**src/rtl/serdes_pkg.sv**
```systemverilog
// Shared types and helpers for the serial link (serializer and deserializer).
// Holds the receive FSM state type and the bit-counter width function.
package serdes_pkg;

    typedef enum logic {IDLE, RECV} deser_state_t;

    localparam int DEFAULT_WIDTH = 8;

    function automatic int cnt_width(input int width);
        return $clog2(width);
    endfunction

endpackage

```
**src/rtl/deserializer_if.sv**
```systemverilog
// Serial-in / word-out bus of the deserializer.
// master = link driver plus word consumer; slave = deserializer.
interface deserializer_if #(parameter int WIDTH = 8);

    logic             ser_in;
    logic             ser_valid;
    logic             ser_start;
    logic [WIDTH-1:0] data_out;
    logic             data_valid;
    logic             data_ready;

    modport master (
        output ser_in, ser_valid, ser_start, data_ready,
        input  data_out, data_valid
    );

    modport slave (
        input  ser_in, ser_valid, ser_start, data_ready,
        output data_out, data_valid
    );

endinterface

```
**src/rtl/deserializer_bit_down_counter.sv**
```systemverilog
// Loadable down-counter with zero flag; load has priority over decrement.
// Latency 1 clock; no backpressure; saturates at zero.
module bit_down_counter #(
    parameter int CW = 3
) (
    input  logic          clk,
    input  logic          resetN,
    input  logic          load,
    input  logic [CW-1:0] load_val,
    input  logic          dec,
    output logic [CW-1:0] count,
    output logic          zero
);

    always_ff @(posedge clk or negedge resetN) begin
        if (!resetN) begin
            count <= '0;
        end else if (load) begin
            count <= load_val;
        end else if (dec && (count != '0)) begin
            count <= count - 1'b1;
        end
    end

    assign zero = (count == '0);

endmodule

```
**src/rtl/deserializer.sv**
```systemverilog
// Serial-to-parallel receiver framed by ser_start; one-entry valid/ready output register.
// Latency 1 clock from last bit to data_valid; a completed word is dropped (overrun) when the register is full.
module deserializer
    import serdes_pkg::*;
#(
    parameter int WIDTH     = DEFAULT_WIDTH,
    parameter bit MSB_FIRST = 1'b1
) (
    input  logic                       clk,
    input  logic                       resetN,
    deserializer_if.slave              bus,
    output logic                       busy,
    output logic [cnt_width(WIDTH)-1:0] bits_left,
    output logic                       overrun,
    output logic                       frame_err
);

    localparam int CW = cnt_width(WIDTH);
    localparam logic [CW-1:0] LOAD_VAL = CW'(WIDTH - 1);

    deser_state_t     state, next_state;
    logic [WIDTH-1:0] shreg;
    logic [WIDTH-1:0] shifted;
    logic [WIDTH-1:0] fresh;
    logic [WIDTH-1:0] data_q;
    logic             valid_q;
    logic             overrun_q;
    logic             frame_err_q;

    logic             cnt_load;
    logic [CW-1:0]    cnt_val;
    logic             cnt_dec;
    logic             cnt_zero;
    logic             sh_fresh;
    logic             sh_shift;
    logic             word_done;
    logic             ferr_d;
    logic             out_free;

    assign shifted = MSB_FIRST ? {shreg[WIDTH-2:0], bus.ser_in}
                               : {bus.ser_in, shreg[WIDTH-1:1]};
    assign fresh   = MSB_FIRST ? {{(WIDTH-1){1'b0}}, bus.ser_in}
                               : {bus.ser_in, {(WIDTH-1){1'b0}}};

    bit_down_counter #(.CW(CW)) u_cnt (
        .clk      (clk),
        .resetN   (resetN),
        .load     (cnt_load),
        .load_val (cnt_val),
        .dec      (cnt_dec),
        .count    (bits_left),
        .zero     (cnt_zero)
    );

    always_ff @(posedge clk or negedge resetN) begin
        if (!resetN) begin
            state <= IDLE;
        end else begin
            state <= next_state;
        end
    end

    always_comb begin
        next_state = state;
        cnt_load   = 1'b0;
        cnt_val    = '0;
        cnt_dec    = 1'b0;
        sh_fresh   = 1'b0;
        sh_shift   = 1'b0;
        word_done  = 1'b0;
        ferr_d     = 1'b0;
        case (state)
            IDLE: begin
                if (bus.ser_valid && bus.ser_start) begin
                    sh_fresh   = 1'b1;
                    cnt_load   = 1'b1;
                    cnt_val    = LOAD_VAL;
                    next_state = RECV;
                end
            end
            RECV: begin
                // A zero count in RECV cannot arise from legal sequencing; fall back to IDLE.
                if (cnt_zero) begin
                    next_state = IDLE;
                end else if (bus.ser_valid) begin
                    if (bus.ser_start) begin
                        ferr_d   = 1'b1;
                        sh_fresh = 1'b1;
                        cnt_load = 1'b1;
                        cnt_val  = LOAD_VAL;
                    end else begin
                        sh_shift = 1'b1;
                        if (bits_left == CW'(1)) begin
                            word_done  = 1'b1;
                            cnt_load   = 1'b1;
                            cnt_val    = '0;
                            next_state = IDLE;
                        end else begin
                            cnt_dec = 1'b1;
                        end
                    end
                end
            end
        endcase
    end

    always_ff @(posedge clk or negedge resetN) begin
        if (!resetN) begin
            shreg <= '0;
        end else if (sh_fresh) begin
            shreg <= fresh;
        end else if (sh_shift) begin
            shreg <= shifted;
        end
    end

    // A consumer handshake on the completing edge frees the slot for the new word.
    assign out_free = !valid_q || bus.data_ready;

    always_ff @(posedge clk or negedge resetN) begin
        if (!resetN) begin
            data_q      <= '0;
            valid_q     <= 1'b0;
            overrun_q   <= 1'b0;
            frame_err_q <= 1'b0;
        end else begin
            overrun_q   <= word_done && !out_free;
            frame_err_q <= ferr_d;
            if (word_done && out_free) begin
                data_q  <= shifted;
                valid_q <= 1'b1;
            end else if (valid_q && bus.data_ready) begin
                valid_q <= 1'b0;
            end
        end
    end

    assign bus.data_out   = data_q;
    assign bus.data_valid = valid_q;
    assign busy           = (state == RECV);
    assign overrun        = overrun_q;
    assign frame_err      = frame_err_q;

endmodule
```
**src/flat_wrapper.sv**
```systemverilog
// flat-port wrapper written by rule: the top's interface ports become plain ports
module deserializer_flat import serdes_pkg::*;
#(
    parameter int WIDTH     = DEFAULT_WIDTH,
    parameter bit MSB_FIRST = 1'b1
)
  (clk, resetN, busy, bits_left, overrun, frame_err, bus_ser_in, bus_ser_valid, bus_ser_start, bus_data_ready, bus_data_out, bus_data_valid);
  deserializer_if #(.WIDTH(WIDTH)) bus_i ();
  input  logic clk;
  input  logic resetN;
  output logic busy;
  output logic [cnt_width(WIDTH)-1:0] bits_left;
  output logic overrun;
  output logic frame_err;
  input wire logic [$bits(bus_i.ser_in)-1:0] bus_ser_in;
  input wire logic [$bits(bus_i.ser_valid)-1:0] bus_ser_valid;
  input wire logic [$bits(bus_i.ser_start)-1:0] bus_ser_start;
  input wire logic [$bits(bus_i.data_ready)-1:0] bus_data_ready;
  output wire logic [$bits(bus_i.data_out)-1:0] bus_data_out;
  output wire logic [$bits(bus_i.data_valid)-1:0] bus_data_valid;
  assign bus_i.ser_in = bus_ser_in;
  assign bus_i.ser_valid = bus_ser_valid;
  assign bus_i.ser_start = bus_ser_start;
  assign bus_i.data_ready = bus_data_ready;
  assign bus_data_out = bus_i.data_out;
  assign bus_data_valid = bus_i.data_valid;
  deserializer #(.WIDTH(WIDTH), .MSB_FIRST(MSB_FIRST)) u_core (.clk(clk), .resetN(resetN), .bus(bus_i), .busy(busy), .bits_left(bits_left), .overrun(overrun), .frame_err(frame_err));
endmodule
```
**config.mk**
```make
export PLATFORM = sky130hd
export DESIGN_NAME = deserializer_flat
export DESIGN_NICKNAME = d
export VERILOG_FILES = /design/src/rtl/serdes_pkg.sv /design/src/rtl/deserializer_if.sv /design/src/rtl/deserializer_bit_down_counter.sv /design/src/rtl/deserializer.sv /design/src/flat_wrapper.sv
export SDC_FILE = /design/constraint.sdc
export NUM_CORES = 1
export LEC_CHECK = 0
export CORE_MARGIN = 2
export CORE_UTILIZATION = 30
export DETAILED_ROUTE_END_ITERATION = 6
export GPL_ROUTABILITY_DRIVEN = 1
export PLACE_DENSITY = 0.48
export SLEW_MARGIN = 40
export SYNTH_ARGS = -nofsm -noshare
export SYNTH_HDL_FRONTEND = slang
export SYNTH_SLANG_ARGS = --single-unit
```
**constraint.sdc**
```tcl
create_clock -name clk -period 2.9 [get_ports clk]
set_clock_uncertainty 0.1 [all_clocks]
set_input_delay 0.58 -clock clk [delete_from_list [all_inputs] [get_ports clk]]
set_output_delay 0.58 -clock clk [all_outputs]
set_load 0.05 [all_outputs]
```
==> impl_metrics.env <==
export IMPL_status="completed"
export IMPL_rrSetupSlack_ns=1.07
export IMPL_yosys_cell_types_count=25
export IMPL_maxSlewHeadroom_pct=66.3
export IMPL_place_congestion=0.787
export IMPL_fmax_mhz=418
export IMPL_arrival_ns=1.71
export IMPL_crit_slowest_cell="clkdlybuf4s50_1"
export IMPL_boundaryPins=21
export IMPL_grt_max_degree=23
export IMPL_yosysMostFrequentCell="dfrtp_1"
export IMPL_row_count=20
export IMPL_clkTransAtPathRegs_ns=0.13
export IMPL_post_route_util_pct=42.1
export IMPL_rsz0062_at_grt="no"
export IMPL_yosysTopAreaCell="dfrtp_1"
export IMPL_min_from="u_core.bus.data_out[6]"
export IMPL_hold_buffers=0
export IMPL_slew_violations=0
export IMPL_fin_tns_setup_ns=0
export IMPL_synth_common_cells="22 x dfrtp_1, 9 x mux2_2, 6 x a22o_2"
export IMPL_htree_levels=1
export IMPL_synthTopCellsByArea="dfrtp_1 56%, mux2_2 10%, a22o_2 6.1%"
export IMPL_setup_viol=0
export IMPL_clock_latency_ns=0.31
export IMPL_die_area_sq_mm=0.00376
export IMPL_numCtsBuffers=3
export IMPL_power_density_mw_per_mm2=953
export IMPL_hp_class="reg -> reg"
export IMPL_first_pass_iters=4
export IMPL_postSynthCellCount=74
export IMPL_critPathMaxStageDelay_ns=0.86
export IMPL_layout_drive_gt1_share_pct=25.5
export IMPL_antenna_found_initial=0
export IMPL_post_cts_resized=0
export IMPL_rr_endpoint="u_core.shreg[0]"
export IMPL_avgSynthCellArea_sq_um=13.3
export IMPL_worstPathRequired_ns=2.22
export IMPL_grt_use_total_pct=11.6
export IMPL_dr_total_vias=647
export IMPL_via_per_inst=4.56
export IMPL_grt_pass1_vias=644
export IMPL_die_w_microns=61.3
export IMPL_yosysWarnings=0
export IMPL_overflow=0
export IMPL_p_leak_nw=0.588
export IMPL_crit_chain="clkdlybuf4s50_1"
export IMPL_whs_path_depth=1
export IMPL_fin_crit_ns=2.39
export IMPL_synth_nets=83
export IMPL_max_slew_worst_pin_slew_ns=0.504
export IMPL_wire_per_inst_microns=13.0
export IMPL_synth_main_ff_cell="dfrtp_1"
export IMPL_wl_microns=1850
export IMPL_synth_top_area_share_pct=55.8
export IMPL_end_kind="primary output"
export IMPL_critPathLaunch="u_core.u_cnt.count[2]"
export IMPL_post_cts_buffers=0
export IMPL_holdPathEnd="u_core.bus.data_out[6]"
export IMPL_critPathTopFamily="buffers and inverters"
export IMPL_crit_path_start_kind="flip-flop"
export IMPL_clock_sinks=22
export IMPL_ir_drop_uv=448
export IMPL_initial_utilization_pct=32.0
export IMPL_cts_tree="yes"
export IMPL_n_antenna_cell=0
export IMPL_p_total_mw=1.23
export IMPL_yosysSeqAreaShare_pct=55.8
export IMPL_syn_area_sq_um=986
export IMPL_drtIter0Drc=16
export IMPL_ant_nets=0
export IMPL_cap_violations=0
export IMPL_fin_nets=108
export IMPL_grt_pass1_wl_microns=3170
export IMPL_cts_buffer_depth=2
export IMPL_fp_coreArea_sq_mm=0.00308
export IMPL_reg2reg_from="u_core.u_cnt.count[0]"
export IMPL_cp_num_buf_inv=1
export IMPL_die_h_microns=61.3
export IMPL_drc=0
export IMPL_worst_setup_path_type="reg -> out"
export IMPL_reg2regPathDepth=5
export IMPL_hold_viol=0
export IMPL_fin_crit_sh_pct=82.6
export IMPL_area_delta_synth_final_pct=31.5
export IMPL_critPathMaxFanout=9
export IMPL_synth_edf_count=0
export IMPL_dp_hpwl_microns=1320
export IMPL_port_buffers=20
export IMPL_synthArstFlopShare_pct=100
export IMPL_synth_seq_cells=22
export IMPL_clockRootBuffer="clkbuf_4"
-- worst max-delay path by stage --
stage,end,slack (ns),depth (start not counted)
floorplan,u_core.bus.data_out[0],0.93,5
global placement,u_core.bus.data_out[0],0.76,4
detailed placement,u_core.bus.data_out[0],0.73,4
CTS,bits_left[2],0.49,1
global route,bits_left[2],0.44,1
finish,bits_left[2],0.51,1
-- sequential cells by signal, summed over array words and instances, names as in the netlist --
register               count
u_core.bus.data_out        8
u_core.shreg               7
u_core.u_cnt.count         3
u_core.bus.data_valid      1
u_core.busy                1
u_core.frame_err           1
u_core.overrun             1
-- metal layers --
metal	vias up	share of wire, %	global-route usage (%)
li1	316	-	-
met1	313	51	17.4
met2	14	43	16.1
met3	4	4.5	2.73
met4	0	1.2	4.66
met5	-	0	0
-- final cells by class --
class	count	area (sq um)
clock inverter	1	30.0
tap	44	55.1
sequential	22	551
timing repair buffer	21	208
inverter	2	7.51
multi-input combinational	49	423
fill	301	1780
clock buffer	3	22.5
-- cell usage in the layout (no fill, tap or decap), drive strengths merged, types with 2 or more instances in the layout --
| cell type | count |
|---|---|
| nand3 | 3 |
| nand2b | 2 |
| nand2 | 4 |
| o211ai | 2 |
| inv | 2 |
| clkdlybuf4s50 | 20 |
| a22o | 6 |
| dfrtp | 22 |
| ha | 3 |
| clkbuf | 3 |
| and3b | 2 |
| nor2 | 3 |
| mux2 | 9 |
| nand3b | 3 |
| o21ai | 3 |
| a21oi | 2 |
-- worst reg2reg max path, stage by stage (launching register included) --
cell	delay, ns
dfrtp_1	0.42
inv_1	0.12
ha_1	0.34
nand3b_1	0.18
o211ai_2	0.20
mux2_2	0.38
-- per-stage QoR --
step	std cells	hold slack [ns]	worst slack, ns	area (sq um)
2_1_floorplan	74	0.184	0.931	986
3_3_place_gp	138	0.392	0.757	1240
3_5_place_dp	138	0.393	0.728	1240
4_1_cts	142	0.424	0.492	1300
5_1_grt	142	0.435	0.439	1300
6_report	142	0.419	0.506	1300
-- logic make-up after synthesis --
kind of cell               count (synthesis)  synth area share, %
xor gates and xnor gates                   1                0.888
buffers and inverters                      3                 1.27
adders and majority gates                  3                 3.81
AOI/OAI and AO/OA                         14                 11.7
and+or+nand+nor                           21                 15.2
DFF                                       22                 55.8
muxes                                     10                 11.3
-- power by group --
group / total [mW] / switching [mW] / internal, mW / leakage, nW
combinational: 0.553 / 0.342 / 0.211 / 0.270
sequential: 0.445 / 0.0680 / 0.377 / 0.290
clock: 0.236 / 0.0965 / 0.140 / 0.0279
total: 1.23 / 0.506 / 0.729 / 0.588
No activity file was read; power rests on OpenSTA's default activity.
